[src/rtl/p_cache_pkg.sv]
// Shared types and sizes for the cache-line <-> memory burst path.
package p_cache_pkg;
  localparam int LINE_W      = 256;
  localparam int BEAT_W      = 64;
  localparam int BEATS       = LINE_W / BEAT_W;
  localparam int OFFSET_BITS = 5;

  typedef enum logic [1:0] {IDLE, RD_BURST, WR_BURST, DONE} burst_state_t;

  typedef logic [LINE_W-1:0] line_t;
  typedef logic [BEAT_W-1:0] beat_t;
endpackage

[src/rtl/p_burst_beat_counter.sv]
// Two-bit beat index shared by the read-assembly and write-serialise paths.
module p_burst_beat_counter
  import p_cache_pkg::*;
(
  input  logic       clk,
  input  logic       rst_n,
  input  logic       inc,
  input  logic       clear,
  output logic [1:0] cnt,
  output logic       last
);

  // Clear wins over inc; natural 3->0 wrap lines up with burst completion.
  always_ff @(posedge clk) begin
    if (!rst_n)     cnt <= 2'd0;
    else if (clear) cnt <= 2'd0;
    else if (inc)   cnt <= cnt + 2'd1;
  end

  assign last = (cnt == 2'(BEATS - 1));

endmodule

[src/rtl/p_cacheline_burst_adapter.sv]
// One 256-bit cache line <-> four 64-bit memory beats, single outstanding
// transaction. Optional perf counters under `P_BURST_PERF_CNT_EN`.
module p_cacheline_burst_adapter #(
  parameter int LINE_W = 256,
  parameter int BEAT_W = 64,
  parameter int ADDR_W = 32
) (
  input  logic              clk,
  input  logic              rst_n,
  input  logic [LINE_W-1:0] line_i,
  output logic [LINE_W-1:0] line_o,
  input  logic [ADDR_W-1:0] address_i,
  input  logic              read_i,
  input  logic              write_i,
  output logic              resp_o,
  input  logic [BEAT_W-1:0] burst_i,
  output logic [BEAT_W-1:0] burst_o,
  output logic [ADDR_W-1:0] address_o,
  output logic              read_o,
  output logic              write_o,
  input  logic              resp_i
`ifdef P_BURST_PERF_CNT_EN
  ,
  output logic [31:0]       rd_bursts_o,
  output logic [31:0]       wr_bursts_o,
  output logic [31:0]       stall_cycles_o
`endif
);
  import p_cache_pkg::*;

  localparam logic [ADDR_W-1:0] LINE_MASK =
    ~{{(ADDR_W-OFFSET_BITS){1'b0}}, {OFFSET_BITS{1'b1}}};

  burst_state_t state;
  line_t        wbuf;
  logic [1:0]   cnt;
  logic         last;
  logic         in_burst;
  logic         beat_ack;

  assign in_burst = (state == RD_BURST) || (state == WR_BURST);
  // Beats outside a burst (IDLE/DONE stragglers) are never counted.
  assign beat_ack = in_burst && resp_i;

  p_burst_beat_counter u_cnt (
    .clk   (clk),
    .rst_n (rst_n),
    .inc   (beat_ack),
    .clear (state == DONE),
    .cnt   (cnt),
    .last  (last)
  );

  // Transaction FSM, request latch and read-line assembly.
  always_ff @(posedge clk) begin
    if (!rst_n) begin
      state     <= IDLE;
      address_o <= '0;
      wbuf      <= '0;
      line_o    <= '0;
      read_o    <= 1'b0;
      write_o   <= 1'b0;
    end else begin
      case (state)
        IDLE: begin
          if (write_i) begin
            address_o <= address_i & LINE_MASK;
            wbuf      <= line_i;
            write_o   <= 1'b1;
            state     <= WR_BURST;
          end else if (read_i) begin
            address_o <= address_i & LINE_MASK;
            read_o    <= 1'b1;
            state     <= RD_BURST;
          end
        end
        RD_BURST: begin
          if (resp_i) begin
            line_o[BEAT_W*cnt +: BEAT_W] <= burst_i;
            if (last) begin
              read_o <= 1'b0;
              state  <= DONE;
            end
          end
        end
        WR_BURST: begin
          if (resp_i && last) begin
            write_o <= 1'b0;
            state   <= DONE;
          end
        end
        default: state <= IDLE;
      endcase
    end
  end

  // Current write beat follows the counter; zero outside a write burst.
  always_comb begin
    burst_o = '0;
    if (state == WR_BURST) burst_o = wbuf[BEAT_W*cnt +: BEAT_W];
  end

  assign resp_o = (state == DONE);

`ifdef P_BURST_PERF_CNT_EN
  // Saturating completion and stall counters.
  always_ff @(posedge clk) begin
    if (!rst_n) begin
      rd_bursts_o    <= '0;
      wr_bursts_o    <= '0;
      stall_cycles_o <= '0;
    end else begin
      if (state == RD_BURST && resp_i && last && rd_bursts_o != '1)
        rd_bursts_o <= rd_bursts_o + 32'd1;
      if (state == WR_BURST && resp_i && last && wr_bursts_o != '1)
        wr_bursts_o <= wr_bursts_o + 32'd1;
      if (in_burst && !resp_i && stall_cycles_o != '1)
        stall_cycles_o <= stall_cycles_o + 32'd1;
    end
  end
`endif

endmodule
[config.mk]
export PLATFORM = sky130hd
export DESIGN_NAME = p_cacheline_burst_adapter
export DESIGN_NICKNAME = d
export VERILOG_FILES = /design/src/rtl/p_cache_pkg.sv /design/src/rtl/p_burst_beat_counter.sv /design/src/rtl/p_cacheline_burst_adapter.sv
export SDC_FILE = /design/constraint.sdc
export NUM_CORES = 1
export LEC_CHECK = 0
export ABC_CLOCK_PERIOD_IN_PS = 3200
export CORE_AREA = 2 2 281 283
export DETAILED_ROUTE_END_ITERATION = 10
export DIE_AREA = 0 0 283 285
export PLACE_DENSITY_LB_ADDON = 0.2
export SETUP_SLACK_MARGIN = 0.2
export SLEW_MARGIN = 20
export SYNTH_ARGS = -nofsm -noshare
export SYNTH_HDL_FRONTEND = slang
export SYNTH_SLANG_ARGS = --single-unit
[constraint.sdc]
create_clock -name clk -period 3.2 [get_ports clk]
set_clock_uncertainty 0.15 [all_clocks]
set_input_delay 0.64 -clock clk [delete_from_list [all_inputs] [get_ports clk]]
set_output_delay 0.64 -clock clk [all_outputs]
set_load 0.05 [all_outputs]
==> flow_summary.ini, run 1 <==
[run_status]
outcome = completed

[timing]
post-route-min-period_ns = 3.051
finalSetupViolCount = 0
rsz0062_at_grt = true
timing.slew.headroom = 0.4856
max_clock_freq_mhz = 327.7
worst_slew_pin_tran_ns = 0.7716
report.final.slew_viol_count = 0
timing.final.crit_share = 0.9535
finalHoldWorstSlack_ns = 0.2297
totalNegativeSetupSlack_ns = 0
hold_violations = 0

[setup_path]
crit_fanout = 6
start_kind = flip-flop
worst-setup-path-type = flip-flop to output port
endpoint_arrival_time_on_the_critical_path_ns = 2.26
worst_setup_path_end_kind = output port
critical_path_required_ns = 2.41

[cts]
clk_root_buffer_cell = sky130_fd_sc_hd__clkbuf_16
clk-insertion-delay-late_ns = 0.59
cts_made_buffers = 61
post_cts_clock_slew_at_the_launch_and_capture_registers_of_the_worst_setup_and_hold_paths_ns = 0.06
cts_buffer_depth = 3
tritoncts_num_sinks = 545
cts_hold_buf = 0
cts_htree_levels = 2
cts_tree = done

[yosys]
ys_seq_area_frac = 0.5355
synth-seq-cells = 545
mapped_avg_cell_area_um2 = 9.112
syn-cell-area_mm2 = 0.02037
synth-edff-count = 0
synthDominantAreaCellType = sky130_fd_sc_hd__dfxtp_1
synth.yosys.warnings = 0
yosysTopAreaCellShare = 0.5355
synth_cells = 2236
synth-async-reset-ratio = 0
top_area_cells_in_the_synthesized_netlist = sky130_fd_sc_hd__dfxtp_1 54%, sky130_fd_sc_hd__nand2_1 13%, sky130_fd_sc_hd__mux4_2 7.1%
synth_top_cells_by_count = 701 x sky130_fd_sc_hd__nand2_1, 545 x sky130_fd_sc_hd__dfxtp_1, 285 x sky130_fd_sc_hd__a21oi_1
synth_most_common_cell = sky130_fd_sc_hd__nand2_1
synth.distinct_cells = 39
synth_flop_cell = sky130_fd_sc_hd__dfxtp_1

[power_and_ir_drop]
clkPwrFrac = 0.334
power.combinational.fraction = 0.305
power_density_mw_per_mm2 = 694.9
internal-power_w = 0.01465
p_switching_w = 0.007222
seq_power_share = 0.361
worst_vdd_rail_ir_drop_mv = 0.4427
power.switching_fraction = 0.3303
power_leakage_nw = 11.45

[route]
final_antenna_net_count = 0
detailroute.via_count = 18830
wl_per_cell_um = 20.25
detailed_router_s_first_iteration_violation_count = 968
viasPerCell = 4.720
drcViolationCount = 0
detail_route.wirelength_um = 80810
detail_route.first_pass.iterations = 5

[grt]
grt_antenna_before_repair = 19
first_pass_grt_wire_length_um = 120000
grt_overflow = 0
track_usage = 0.1922
first_global_vias = 18950
maximum_number_of_pins_on_one_net_before_global_route_repair = 133

[die]
die_width_um = 283
die_y_um = 285
initial_utilization = 0.2613
core_mm2 = 0.07797
rows = 103
io-pin-count = 712
floorplan_die_area_mm2 = 0.08066

[cells_and_area]
layout-drive-gt1-share = 0.1275
post-route-cell-area_mm2 = 0.03147
area.growth.synth_to_final_pct = 54.46
nets_final = 3240

[flow_run]
max-cap-violations = 0

[place]
placed_cell_area_mm2 = 0.02842
port_buffers = 701
place_hpwl_um = 56500
gpl.final_weighted_congestion = 0.8714

[worst_hold_path]
hold_class = input pin to flip-flop
[cells by family (layout without fill, tap and decap cells)]
logic type,Yosys count,in the layout,share of synthesized area
xor gates and xnor gates,1,1,0.0004299
AOI/OAI and AO/OA,550,550,0.1686
buffers and inverters,210,895,0.04520
muxes,66,66,0.07173
adders and majority gates,11,11,0.006755
other,1,20,0.0001841
and+or+nand+nor,852,852,0.1716
DFF,545,545,0.5355
[power by group through the flow]
stage	registers, W	logic (W)	clock network [W]
2_1_floorplan	0.00850	0.00323	0
3_3_place_gp	0.00804	0.00586	0
3_5_place_dp	0.00809	0.00593	0
4_1_cts	0.00789	0.00670	0.00753
5_1_grt	0.00797	0.00721	0.00780
6_report	0.00789	0.00667	0.00731
[area by class of cell]
cell class                 count  area (um^2)
antenna                       15        37.54
clock buffer                  93         1867
clock inverter                23        287.8
fill                        7725        46500
inverter                       6        30.03
multi-input combinational   1485         8735
sequential                   545        10920
tap                         1050         1314
timing repair buffer         773         8283
[per-stage QoR]
step                      total power [W]  std cells  setup WS [ns]  utilization
final                             0.02187       3990         0.1488       0.4036
after global routing              0.02297       3989        0.06654       0.4036
after CTS                         0.02212       3973        0.07889       0.4019
after detailed placement          0.01401       3839         0.4102       0.3646
after global placement            0.01391       3839         0.4095       0.3646
after floorplan                   0.01173       2240         0.6849            -
[flip-flops by register name, summed over array words and instances, names as in the netlist]
name	count
state	2
u_cnt.cnt	2
line_o	256
wbuf	256
address_o	27
read_o	1
write_o	1
[repair_timing]
item,CTS,global route
pin swaps,10,0
endpoints found under the setup margin,64,61
cloned,8,0
buffers inserted,10,2
resized for setup,172,22
hold endpoints to repair,0,0
[worst max-delay path, stage by stage (launching register included)]
cell and delay [ns]:
sky130_fd_sc_hd__dfxtp_4 0.38, sky130_fd_sc_hd__buf_12 0.12, sky130_fd_sc_hd__buf_8 0.12, sky130_fd_sc_hd__buf_16 0.14, sky130_fd_sc_hd__mux4_2 0.56, sky130_fd_sc_hd__and2_4 0.19, sky130_fd_sc_hd__buf_6 0.14
[worst paths after layout]
check / startpoint / end / slack (ns) / cells after the start
hold / removal: rst_n / u_cnt.cnt[0]$_SDFFE_PP0P_ / 0.23 / 3
setup / recovery: u_cnt.cnt[0]$_SDFFE_PP0P_ / burst_o[45] / 0.15 / 6
hold reg to reg: wbuf[57]$_SDFFE_PN0P_ / wbuf[57]$_SDFFE_PN0P_ / 0.30 / 2
setup reg to reg: u_cnt.cnt[1]$_SDFFE_PP0P_ / line_o[80]$_SDFFE_PN0P_ / 0.71 / 8
[cells in the final DEF, fill, tap and decap left out, drive strengths merged, types with 5 or more instances in the layout]
master	Yosys	layout
o21ai	60	60
inv	5	6
a21oi	285	285
clkinv	1	16
clkbuf	143	93
dfxtp	545	545
nand3	61	61
and2	67	67
nor2	11	11
ha	11	11
buf	61	137
nand2	701	701
a22o	64	64
conb	1	5
clkdlybuf4s50	0	635
o22ai	65	65
mux4	64	64
a32o	64	64
diode	0	15
a32oi	8	8
[per-layer routing]
layer | up-vias | global-route usage | wire length, um
met1 | 9047 | 0.2263 | 32790
met3 | 142 | 0.05040 | 5216
li1 | 9009 | - | -
met4 | 10 | 0.08657 | 3097
met2 | 623 | 0.3282 | 39640
met5 | - | 0 | 67
(Power assumes the default switching activity.)
==> inputs of run 2 (changes only) <==
- DONT_BUFFER_PORTS: unset -> 1
- TNS_END_PERCENT: unset -> 100
==> run 2 against run 1 <==
Clock power shrank 2%. Critical path depth shrank 2. Setup slack gained 0.066 ns. Hold slack lost 0.19 ns. Sequential share of layout area grew 6.1 points. Cell area shrank 15%. Combinational power shrank 25%. Fmax grew 2.2%. Core utilization shrank 6.1 points. Cell count shrank 11%. Sequential power grew 8.5%. Global-route usage shrank 1.5 points.
==> flow_summary.ini, run 2 (same netlist as run 1, synthesis figures left out) <==
[run_status]
outcome = completed

[route]
detailroute.via_count = 17370
detailed_router_s_first_iteration_violation_count = 1059
drcViolationCount = 0
viasPerCell = 4.903
wl_per_cell_um = 21.42
detail_route.first_pass.iterations = 6
final_antenna_net_count = 0
detail_route.wirelength_um = 75900

[grt]
first_global_vias = 17070
grt_antenna_before_repair = 4
grt_overflow = 0
first_pass_grt_wire_length_um = 111200
maximum_number_of_pins_on_one_net_before_global_route_repair = 195
track_usage = 0.1771

[power_and_ir_drop]
p_switching_w = 0.007046
power.combinational.fraction = 0.240
worst_vdd_rail_ir_drop_mv = 0.4600
internal-power_w = 0.01365
seq_power_share = 0.414
power.switching_fraction = 0.3404
power_density_mw_per_mm2 = 774.1
power_leakage_nw = 9.700
clkPwrFrac = 0.347

[timing]
worst_slew_pin_tran_ns = 0.7361
report.final.slew_viol_count = 0
hold_violations = 0
totalNegativeSetupSlack_ns = 0
post-route-min-period_ns = 2.985
rsz0062_at_grt = true
max_clock_freq_mhz = 335.0
timing.slew.headroom = 0.5086
finalSetupViolCount = 0
timing.final.crit_share = 0.9327

[cells_and_area]
fillerInstances = 7963
final_common_cell = sky130_fd_sc_hd__nand2_1
final_cell_count_no_fill = 3543
mostFrequentLayoutCells = 700 x sky130_fd_sc_hd__nand2_1, 543 x sky130_fd_sc_hd__dfxtp_1, 285 x sky130_fd_sc_hd__a21oi_1, 280 x sky130_fd_sc_hd__dlygate4sd3_1
area.growth.synth_to_final_pct = 31.25
area.sequential_mm2 = 0.01092
largestRegisters = line_o x256, wbuf x256, address_o x27
layout-drive-gt1-share = 0.1233
finish.utilization = 0.3430
nets_final = 2807
multiInputGateArea_mm2 = 0.008765

[cts]
clk-insertion-delay-late_ns = 0.64
cts_buffer_depth = 3
cts_made_buffers = 60
post_cts_clock_slew_at_the_launch_and_capture_registers_of_the_worst_setup_and_hold_paths_ns = 0.06
cts_htree_levels = 2
clk_root_buffer_cell = sky130_fd_sc_hd__clkbuf_16
cts_tree = done
tritoncts_num_sinks = 545

[die]
die_width_um = 283
floorplan_die_area_mm2 = 0.08066
die_y_um = 285
core_mm2 = 0.07797
rows = 103
initial_utilization = 0.2613
io-pin-count = 712

[setup_path]
start_kind = flip-flop
endpoint_arrival_time_on_the_critical_path_ns = 2.19
critical_path_required_ns = 2.41
crit_fanout = 11
worst-setup-path-type = flip-flop to output port
worst_setup_path_end_kind = output port

[place]
port_buffers = 0
gpl.final_weighted_congestion = 0.8384
place_hpwl_um = 52430
place_inst = 3136

[worst_hold_path]
hold_class = input pin to flip-flop

[flow_run]
max-cap-violations = 0
-- run 2: power by group through the flow --
stage | logic (W) | clock network (W) | registers [W]
5_1_grt | 0.00543 | 0.00763 | 0.00863
6_report | 0.00497 | 0.00717 | 0.00856
2_1_floorplan | 0.00323 | 0 | 0.00850
3_3_place_gp | 0.00419 | 0 | 0.00875
4_1_cts | 0.00491 | 0.00735 | 0.00856
3_5_place_dp | 0.00428 | 0 | 0.00878
-- run 2: repair_timing --
| item | CTS | global route |
|---|---|---|
| pin swaps | 0 | 1 |
| endpoints found under the setup margin | 64 | 60 |
| hold buffers | 281 | 0 |
| endpoints found under the hold margin | 435 | 0 |
| gates resized for setup | 130 | 7 |
| cloned | 0 | 2 |
| buffers inserted | 4 | 4 |
-- run 2: routing by layer --
metal / vias up / share of wire / global-route usage / routed length, um
met1: 8420 / 0.40 / 0.2081 / 30140
met3: 144 / 0.078 / 0.05624 / 5945
met5: - / 0.00036 / 0 / 27
met4: 4 / 0.041 / 0.07540 / 3137
li1: 8146 / - / - / -
met2: 659 / 0.48 / 0.2974 / 36640
-- run 2: cell type report --
type | instances | area share
multi-input cells | 1485 | 0.3278
clock inverters | 26 | 0.01123
flip-flops and latches | 545 | 0.4083
inverters | 6 | 0.001123
well taps | 1050 | 0.04913
clock buffers | 87 | 0.06668
repair buffers | 341 | 0.1355
diodes | 3 | 0.0002807
-- run 2: metrics by stage --
| step | total power (W) | setup WS, ns | hold WS, ns | instance area [um^2] |
|---|---|---|---|---|
| after floorplan | 0.01173 | 0.6849 | 0.2831 | 20390 |
| after global placement | 0.01294 | 0.4746 | 0.2907 | 21480 |
| after detailed placement | 0.01306 | 0.4700 | 0.2945 | 21480 |
| after CTS | 0.02082 | 0.1274 | 0.00009842 | 26630 |
| after global routing | 0.02169 | 0.1453 | 0.0009696 | 26740 |
| final | 0.02070 | 0.2153 | 0.03847 | 26740 |
-- run 2: path summary, 6_finish.rpt --
path	depth (start not counted)	from	slack, ns	endpoint
setup / recovery	4	u_cnt.cnt[0]$_SDFFE_PP0P_	0.22	burst_o[60]
hold reg to reg	2	wbuf[91]$_SDFFE_PN0P_	0.30	wbuf[91]$_SDFFE_PN0P_
setup reg to reg	9	u_cnt.cnt[0]$_SDFFE_PP0P_	0.47	line_o[48]$_SDFFE_PN0P_
hold / removal	2	address_i[14]	0.04	address_o[14]$_SDFFE_PN0P_
-- run 2: critical path, cell delays in order (launching register included) --
cell and delay (ns):
sky130_fd_sc_hd__dfxtp_4 0.36, sky130_fd_sc_hd__buf_12 0.17, sky130_fd_sc_hd__buf_4 0.17, sky130_fd_sc_hd__mux4_2 0.55
sky130_fd_sc_hd__and2_4 0.25
